File: config.mk
export PLATFORM = sky130hd
export DESIGN_NAME = execute_mul_unit
export DESIGN_NICKNAME = d
export VERILOG_FILES = /design/src/rtl/execute_mul_unit_pkg.sv /design/src/rtl/execute_mul_unit_sign_fix.sv /design/src/rtl/execute_mul_unit.sv
export SDC_FILE = /design/constraint.sdc
export NUM_CORES = 1
export LEC_CHECK = 0
export ABC_AREA = 1
export ABC_CLOCK_PERIOD_IN_PS = 3300
export CORE_MARGIN = 4
export CORE_UTILIZATION = 44
export DETAILED_ROUTE_END_ITERATION = 10
export DONT_BUFFER_PORTS = 1
export PLACE_DENSITY_LB_ADDON = 0.15
export SLEW_MARGIN = 40
export SYNTH_ARGS = -nofsm -noshare
export SYNTH_HDL_FRONTEND = slang
export SYNTH_SLANG_ARGS = --single-unit
File: constraint.sdc
create_clock -name clk_i -period 3.3 [get_ports clk_i]
set_input_delay 0.66 -clock clk_i [delete_from_list [all_inputs] [get_ports clk_i]]
set_output_delay 0.66 -clock clk_i [all_outputs]
set_load 0.02 [all_outputs]
File: src/rtl/execute_mul_unit_pkg.sv
// ============================================================================
// Module      : execute_mul_unit_pkg
// Description : Shared encodings and constants for the execute-stage multiplier.
// Revision    : 1.0
// ============================================================================
`default_nettype none

package execute_mul_unit_pkg;

   typedef enum logic [1:0] {
      IDLE = 2'd0,
      RUN  = 2'd1,
      SIGN = 2'd2,
      DONE = 2'd3
   } mul_state_t;

   localparam int   MUL_ITERS  = 32;
   localparam int   MUL_CNT_W  = 5;
   localparam logic MUL_SEL_LO = 1'b0;
   localparam logic MUL_SEL_HI = 1'b1;

endpackage

`default_nettype wire

File: src/rtl/execute_mul_unit_sign_fix.sv
// ============================================================================
// Module      : mul_sign_fix
// Description : Operand magnitudes, final conditional negate and half select.
// Revision    : 1.0
// ============================================================================
`default_nettype none

module mul_sign_fix
   import execute_mul_unit_pkg::*;
#(
   parameter int XLEN = 32
) (
   input  logic [XLEN-1:0]   rs1,
   input  logic [XLEN-1:0]   rs2,
   output logic [XLEN-1:0]   abs1,
   output logic [XLEN-1:0]   abs2,
   output logic              op_neg,
   input  logic [2*XLEN-1:0] acc,
   input  logic              neg,
   input  logic              sel,
   output logic [2*XLEN-1:0] product,
   output logic [XLEN-1:0]   result
);

   // The most negative operand maps onto itself and is then read as unsigned.
   assign abs1    = rs1[XLEN-1] ? (~rs1 + XLEN'(1)) : rs1;
   assign abs2    = rs2[XLEN-1] ? (~rs2 + XLEN'(1)) : rs2;
   assign op_neg  = rs1[XLEN-1] ^ rs2[XLEN-1];

   assign product = neg ? (~acc + (2*XLEN)'(1)) : acc;
   assign result  = (sel == MUL_SEL_HI) ? product[2*XLEN-1:XLEN] : product[XLEN-1:0];

endmodule

`default_nettype wire

File: src/rtl/execute_mul_unit.sv
// ============================================================================
// Module      : execute_mul_unit
// Description : Radix-2 shift-add signed multiplier stalling the front end.
// Revision    : 1.0
// ============================================================================
`default_nettype none

module execute_mul_unit
   import execute_mul_unit_pkg::*;
#(
   parameter int XLEN = 32
) (
   input  logic            clk_i,
   input  logic            reset_i,
   input  logic            Mul_i,
   input  logic            Mul_r_i,
   input  logic [XLEN-1:0] Reg1_i,
   input  logic [XLEN-1:0] Reg2_i,
   input  logic [4:0]      RegD_i,
   input  logic            Reg_w_i,
   output logic            stall_o,
   output logic            valid_o,
   output logic [XLEN-1:0] result_o,
   output logic [4:0]      RegD_o,
   output logic            Reg_w_o,
   output logic            busy_o
);

   mul_state_t             r_state;
   mul_state_t             w_state_nxt;
   logic [XLEN-1:0]        r_mcand;
   logic [XLEN-1:0]        r_mplier;
   logic [2*XLEN-1:0]      r_acc;
   logic [MUL_CNT_W-1:0]   r_cnt;
   logic                   r_neg;
   logic                   r_sel;
   logic [4:0]             r_regd;
   logic                   r_regw;
   logic [XLEN-1:0]        r_result;

   logic [XLEN-1:0]        w_abs1;
   logic [XLEN-1:0]        w_abs2;
   logic                   w_op_neg;
   logic [2*XLEN-1:0]      w_product;
   logic [XLEN-1:0]        w_half;
   logic [XLEN:0]          w_sum;

   mul_sign_fix #(
      .XLEN    (XLEN)
   ) u_sign_fix (
      .rs1     (Reg1_i),
      .rs2     (Reg2_i),
      .abs1    (w_abs1),
      .abs2    (w_abs2),
      .op_neg  (w_op_neg),
      .acc     (r_acc),
      .neg     (r_neg),
      .sel     (r_sel),
      .product (w_product),
      .result  (w_half)
   );

   // Shared adder: the carry becomes the new top bit after the right shift.
   assign w_sum = {1'b0, r_acc[2*XLEN-1:XLEN]} + (r_mplier[0] ? {1'b0, r_mcand} : '0);

   always_ff @(posedge clk_i) begin
      if (reset_i) r_state <= IDLE;
      else         r_state <= w_state_nxt;
   end

   always_comb begin
      w_state_nxt = r_state;
      stall_o     = 1'b0;
      valid_o     = 1'b0;
      RegD_o      = '0;
      Reg_w_o     = 1'b0;
      busy_o      = (r_state != IDLE);
      case (r_state)
         IDLE: begin
            if (Mul_i) begin
               stall_o     = 1'b1;
               w_state_nxt = RUN;
            end
         end
         RUN: begin
            stall_o = 1'b1;
            if (r_cnt == MUL_CNT_W'(MUL_ITERS - 1)) w_state_nxt = SIGN;
         end
         SIGN: begin
            stall_o     = 1'b1;
            w_state_nxt = DONE;
         end
         DONE: begin
            valid_o     = 1'b1;
            RegD_o      = r_regd;
            Reg_w_o     = r_regw;
            w_state_nxt = IDLE;
         end
         default: w_state_nxt = IDLE;
      endcase
   end

   always_ff @(posedge clk_i) begin
      if (reset_i) begin
         r_mcand  <= '0;
         r_mplier <= '0;
         r_acc    <= '0;
         r_cnt    <= '0;
         r_neg    <= 1'b0;
         r_sel    <= 1'b0;
         r_regd   <= '0;
         r_regw   <= 1'b0;
         r_result <= '0;
      end else begin
         case (r_state)
            IDLE: begin
               if (Mul_i) begin
                  r_mcand  <= w_abs1;
                  r_mplier <= w_abs2;
                  r_neg    <= w_op_neg;
                  r_sel    <= Mul_r_i;
                  r_regd   <= RegD_i;
                  r_regw   <= Reg_w_i;
                  r_acc    <= '0;
                  r_cnt    <= '0;
               end
            end
            RUN: begin
               r_acc    <= {w_sum, r_acc[XLEN-1:1]};
               r_mplier <= r_mplier >> 1;
               r_cnt    <= r_cnt + MUL_CNT_W'(1);
            end
            SIGN: begin
               r_acc    <= w_product;
               r_result <= w_half;
            end
            default: ;
         endcase
      end
   end

   assign result_o = r_result;

endmodule

`default_nettype wire

; ---- After elaboration in Yosys (flattened, before gate mapping)
; Index checks and enable logic that the tools add are counted.
[classes]
add_sub_neg = 5
n_eq_ne = 6
muxes = 19
n_bitwise = 4
n_reduce_logical = 9
[ops]
columns = op, count
row1 = 64-bit case mux with 3 select lines, 1
row2 = 32-bit 2-to-1 mux, 5
row3 = 64-bit 2-to-1 mux, 2
row4 = "32-bit by 1-bit adder with 32-bit output, second input constant", 2
row5 = "64-bit by 1-bit adder with 64-bit output, second input constant", 1
row6 = 32-bit inverter, 2
row7 = 64-bit inverter, 1
row8 = 32-bit case mux with 2 select lines, 1
row9 = 32-bit by 32-bit adder with 33-bit output, 1
row10 = 5-bit 2-to-1 mux, 2
row11 = 5-bit case mux with 2 select lines, 1
row12 = 2-bit case mux with 4 select lines, 1
row13 = 2-bit AND reduction, 4
row14 = "5-bit by 1-bit adder with 5-bit output, second input constant", 1
row15 = "5-bit equality test, second input constant", 1
row16 = "2-bit equality test, second input constant", 2
row17 = 2-bit 2-to-1 mux, 2
row18 = "2-bit inequality test, second input constant", 2
row19 = 2-bit nonzero test, 2
row20 = 1-bit 2-to-1 mux, 3
row21 = 3-bit nonzero test, 1
row22 = "2-bit by 1-bit equality test with 1-bit output, second input constant", 1
row23 = 2-bit logical NOT, 1
row24 = 1-bit case mux with 2 select lines, 1
row25 = other kinds (2), 2
[word_totals]
register_bits = 175
input_bits = 74
out_inout_bits = 41
word_cells = 53

; ---- Depth between registers and ports, before layout
[logic_depth]
word_depth = 5
mapped_depth = 19
mapped_depth_nobuf = 17

; ---- Cells and area by module
; From an unflattened synthesis, not the netlist that was laid out.
[unflattened]
hier_cells = 2471
hier_area_um2 = 14378.8
[by_module_without_submodules]
columns = mod, instances, cells_per_inst, area_each_um2, seq_area_each_um2
row1 = execute_mul_unit, 1, 1500, 9809.4, 3503.4
row2 = mul_sign_fix, 1, 971, 4569.4, 0.0

; ---- Worst setup path after synthesis
; No wires, ideal clock.
[synth_timing]
path_kind = reg2reg
startpoint = reg r_mplier[0]
endpoint = reg r_acc[45]
setup_ns = 0.133
arrival_time_ns = 2.214
t_required_ns = 3.167
path_slack_ns = 0.953
path_stages_with_launch = 16
path_buffers = 2
period_less_slack_ns = 2.347
path_cell_list = dfxtp_1 > clkbuf_1 > clkbuf_1 > nand2_1 > inv_1 > ha_1 > fa_1 > nand3_1 > nand3_1 > nand2_1 > nand2_1 > nand2_1 > nand2_1 > or2_2 > nand3_1 > a31oi_1
[synth_between]
elab_chain_len = 3
[synth_lines]
columns = item, line
row1 = from (decl), execute_mul_unit.sv:32  ; logic [XLEN-1:0] r_mplier;
row2 = from (signal assigned), execute_mul_unit.sv:119  ; r_mplier <= w_abs2;
row3 = from (signal assigned), execute_mul_unit.sv:130  ; r_mplier <= r_mplier >> 1;
row4 = 32-bit 2-to-1 mux, execute_mul_unit.sv:64  ; assign w_sum = {1'b0, r_acc[2*XLEN-1:XLEN]} + (r_mplier[0] ? {1'b0, r_mcand} : '0);
row5 = 32-bit by 32-bit adder with 33-bit output, execute_mul_unit.sv:64
row6 = 64-bit case mux with 3 select lines, execute_mul_unit.sv:115  ; case (r_state)
row7 = to (signal assigned), execute_mul_unit.sv:129  ; r_acc <= {w_sum, r_acc[XLEN-1:1]};
row8 = to (signal assigned), execute_mul_unit.sv:134  ; r_acc <= w_product;
row9 = to (decl), execute_mul_unit.sv:33  ; logic [2*XLEN-1:0] r_acc;
; No other way between the ends.
; A chain may end at the register's enable or synchronous reset.

; ---- Worst setup path in the final report
[layout_timing]
startpoint = reg r_state[0]
endpoint = reg r_acc[39]
[layout_between]
elab_chain_len = 3
elab_cells_between_ends = 7
cone_classes = eq/ne: 3 / mux: 1 / reduce/logical: 3
[layout_lines]
columns = item, line
row1 = from (decl), execute_mul_unit.sv:29  ; mul_state_t r_state;
row2 = from (signal assigned), execute_mul_unit.sv:68  ; else r_state <= w_state_nxt;
row3 = "2-bit equality test, or another cell as far along", execute_mul_unit.sv:115
row4 = 3-bit nonzero test (no source line) or 2-bit inequality test (tied branches), --
row5 = 2-bit AND reduction (no source line), --
; Several ways; a longest one is shown, not always the timed one.

==> impl_results.md <==
* Site Rows at 66
* Initial antenna violation count at 1
* I/O Pins at 115
* Asr flop ratio synth at 0%
* CP peak stage delay at 0.54 ns
* # H-tree levels at 4
* Worst r2r dst: r_acc[39]
* Peak VDD IR at 0.480 mV
* Max Slew Vio Count at 0
* CTS tree: done
* CP max stage cell: buf_4
* Core ar. at 32800 µm²
* Post-route design area at 15500 µm²
* Routed WL at 49700 µm
* Fmax achieved at 0.368 GHz
* Slew of the pin with the lowest slew margin at 0.868 ns
* Mapped Area at 14700 µm²
* Mapped Cells at 2612
* CTS root buf: clkbuf_16
* Remaining Overflow, GRT at 0
* DRT Pass-1 Iters at 6
* Worst hold stages at 1
* DRC violations left at 0
* DP HPWL at 37900 µm
* Final min period at 2.72 ns
* Worst reg2reg path depth at 10
* Comb pwr share at 39.8%
* Slew margin rel. at 42.1%
* Compound-gate portion of the synthesized area at 14.0%
* Worst hold path type: in -> reg
* First-pass GRT wire length at 79100 µm
* Die area at 36400 µm²
* Final Cycle Share at 82.3%
* Worst clock skew at 0.0177 ns
* Port Buffers at 0
* Post-synth EDFFs at 0
* Register bit total from synthesis at 175
* R2R Setup Slk at 0.58 ns
* Worst setup SP type: flip-flop
* Most common flop cell mapped by yosys: dfxtp_1
* P per Cell Area at 506 nW/µm²
* GPL Wtd Cong at 0.971
* WS Path Type: reg -> reg
* Clock sink total at 175
* Worst EP arrival at 3.10 ns
* Crit. End Element: flip-flop
* Critical Path RT at 3.69 ns
* Crit-path max FO at 54
* Final setup vio count at 0
* Critical hold path startpoint: reset_i
* Sink of the worst hold path: r_mplier[5]
* Internal power at 4.41 mW
* Post-Synth Simple-Gate Area at 44.2%
* Area growth, synth to finish at 5.72%
* Hold Vio Cnt, Final at 0
* Adder-cell share of the synthesized area at 3.71%
* Wire per inst at 16.5 µm
* Mux cell area share after synthesis at 0%
* RSZ-0062 raised after global routing: false
* Synthesized area per cell at 5.63 µm²
* Synth Area in XOR/XNOR at 2.56%
* Resize count post-CTS at 0
* Reg2reg start: r_state[0]
* Clock group share of total power at 25.9%
* Sw Ratio at 44.0%
* Most used cell, CP: inv_1
* Static Leakage at 8.24 nW
* Clock transition at path regs at 0.07 ns
* Die width at 191 µm
* Largest net degree at the start of global routing at 130
* Util after Layout at 47.4%
* Outcome: completed
* DP Area at 15000 µm²
* Commonest non-fill, non-tap cell in the layout: nand2_1
* GRT Total Usage at 26.9%
* Via count at 16151
* Yosys warns at 0
* Chip Height at 191 µm
* Share of post-route cells with drive strength above 1 at 3.82%
* Starting Density at 44.9%
* Vias in the first global route at 14698
* Sequential area share after synthesis at 23.8%
* Psw at 3.46 mW
* Nets@finish at 2668
* Worst-case clock buffer depth at 2
* Main combinational cell family by area after synthesis: simple AND/OR/NAND/NOR gates
* Vias per std cell at 5.37
* Max Cap Viol at 0
* Hold buffers post-CTS at 0
* Total CTS buffers at 17
* TNS Setup at 0 ns
* Worst-Skew Late Latency at 0.46 ns
* Syn nets at 2729
* Synth unique cells at 50
* Most frequent cells in the layout: nand2_1 (881), inv_1 (328), nor2_1 (323), nand3_1 (226), dfxtp_1 (174)
* Post-CTS setup buffer count at 0
* Crit path cell chain: inv_1 > ha_1 > inv_2 > or2_1 > nand2_8 > buf_4 > inv_1 > o21ai_0 > a21oi_1 > nor2_1
* Initial drt markers at 1305
* Sequential power share at 34.4%
* N_diodes at 0
* Antenna-violating nets left at 0
-- how the worst max path moves through the flow --
stage / cells past startpoint / startpoint / to
detailed placement: 10 / r_state[0] / r_acc[39]
finish: 10 / r_state[0] / r_acc[39]
global route: 10 / r_state[0] / r_acc[39]
global placement: 10 / r_state[0] / r_acc[38]
CTS: 10 / r_state[0] / r_acc[39]
floorplan: 15 / r_mplier[0] / r_acc[45]
-- area by class of cell --
cell class / instances / area [µm²]
multi-input combinational: 2000 / 9490
sequential: 175 / 3500
fill: 3633 / 17200
clock buffer: 20 / 467
tap: 442 / 553
inverter: 341 / 1280
clock inverter: 11 / 108
timing repair buffer: 16 / 145
-- sequential cells by signal, indices dropped and copies added (netlist names), 2 cells and up --
| register | cells |
|---|---|
| r_mplier | 32 |
| r_state | 2 |
| r_regd | 5 |
| r_mcand | 32 |
| r_acc | 64 |
| result_o | 32 |
| r_cnt | 5 |
-- metal layers --
| layer | wire length (µm) | global-route usage, % | vias to the layer above |
|---|---|---|---|
| met5 | 13 | 0 | - |
| met4 | 1090 | 7.35 | 2 |
| met3 | 3510 | 4.43 | 53 |
| met2 | 21800 | 42.3 | 539 |
| met1 | 23200 | 38.3 | 7350 |
| li1 | - | - | 8207 |
-- per-stage QoR --
step	std cells	total power, mW	worst slack, ns	hold WS, ns
6_report	3005	7.86	0.584	0.284
5_1_grt	3005	8.41	0.325	0.262
4_1_cts	3005	7.89	0.605	0.256
3_5_place_dp	2974	5.84	0.620	0.453
3_3_place_gp	2974	5.80	0.748	0.448
2_1_floorplan	2612	5.07	0.953	0.445
-- worst max-delay path: cells and delay by family (launching register included) --
family	cells	cell delay, ns
buf+inv	4	1.15
compound gates	2	0.31
flops	1	0.35
simple gates	3	0.56
fa+ha+maj	1	0.25
-- cells in the mapped netlist, drive strengths merged (5+ instances only) --
master / number / area (µm²)
o21ai: 120 / 623
a31oi: 7 / 43.8
nand3: 231 / 1190
o211ai: 13 / 103
xor2: 40 / 350
nor2: 340 / 1360
o221ai: 8 / 70.1
o21bai: 5 / 37.5
a21oi: 173 / 866
ha: 42 / 526
o22ai: 11 / 68.8
nand3b: 15 / 113
nand4: 35 / 231
nand2: 890 / 3400
inv: 336 / 1260
or2: 5 / 31.3
buf: 34 / 203
clkbuf: 62 / 233
clkinv: 5 / 18.8
a32oi: 22 / 193
and2: 8 / 50.1
nor3: 19 / 95.1
dfxtp: 175 / 3500
-- power groups by stage --
stage               combinational (mW)  sequential (mW)  clock, mW
finish                            3.13             2.70       2.04
global route                      3.50             2.74       2.17
CTS                               3.10             2.70       2.08
detailed placement                3.10             2.75          0
global placement                  3.06             2.74          0
floorplan                         2.39             2.68          0
-- cells by family after synthesis --
kind of cell,after synthesis
buffers and inverters,437
adder cells (fa/ha/maj),43
AND/OR/NAND/NOR,1547
XOR/XNOR,43
AO/OA/AOI/OAI,367
flip-flops,175
Power figures use the tool's default switching activity.
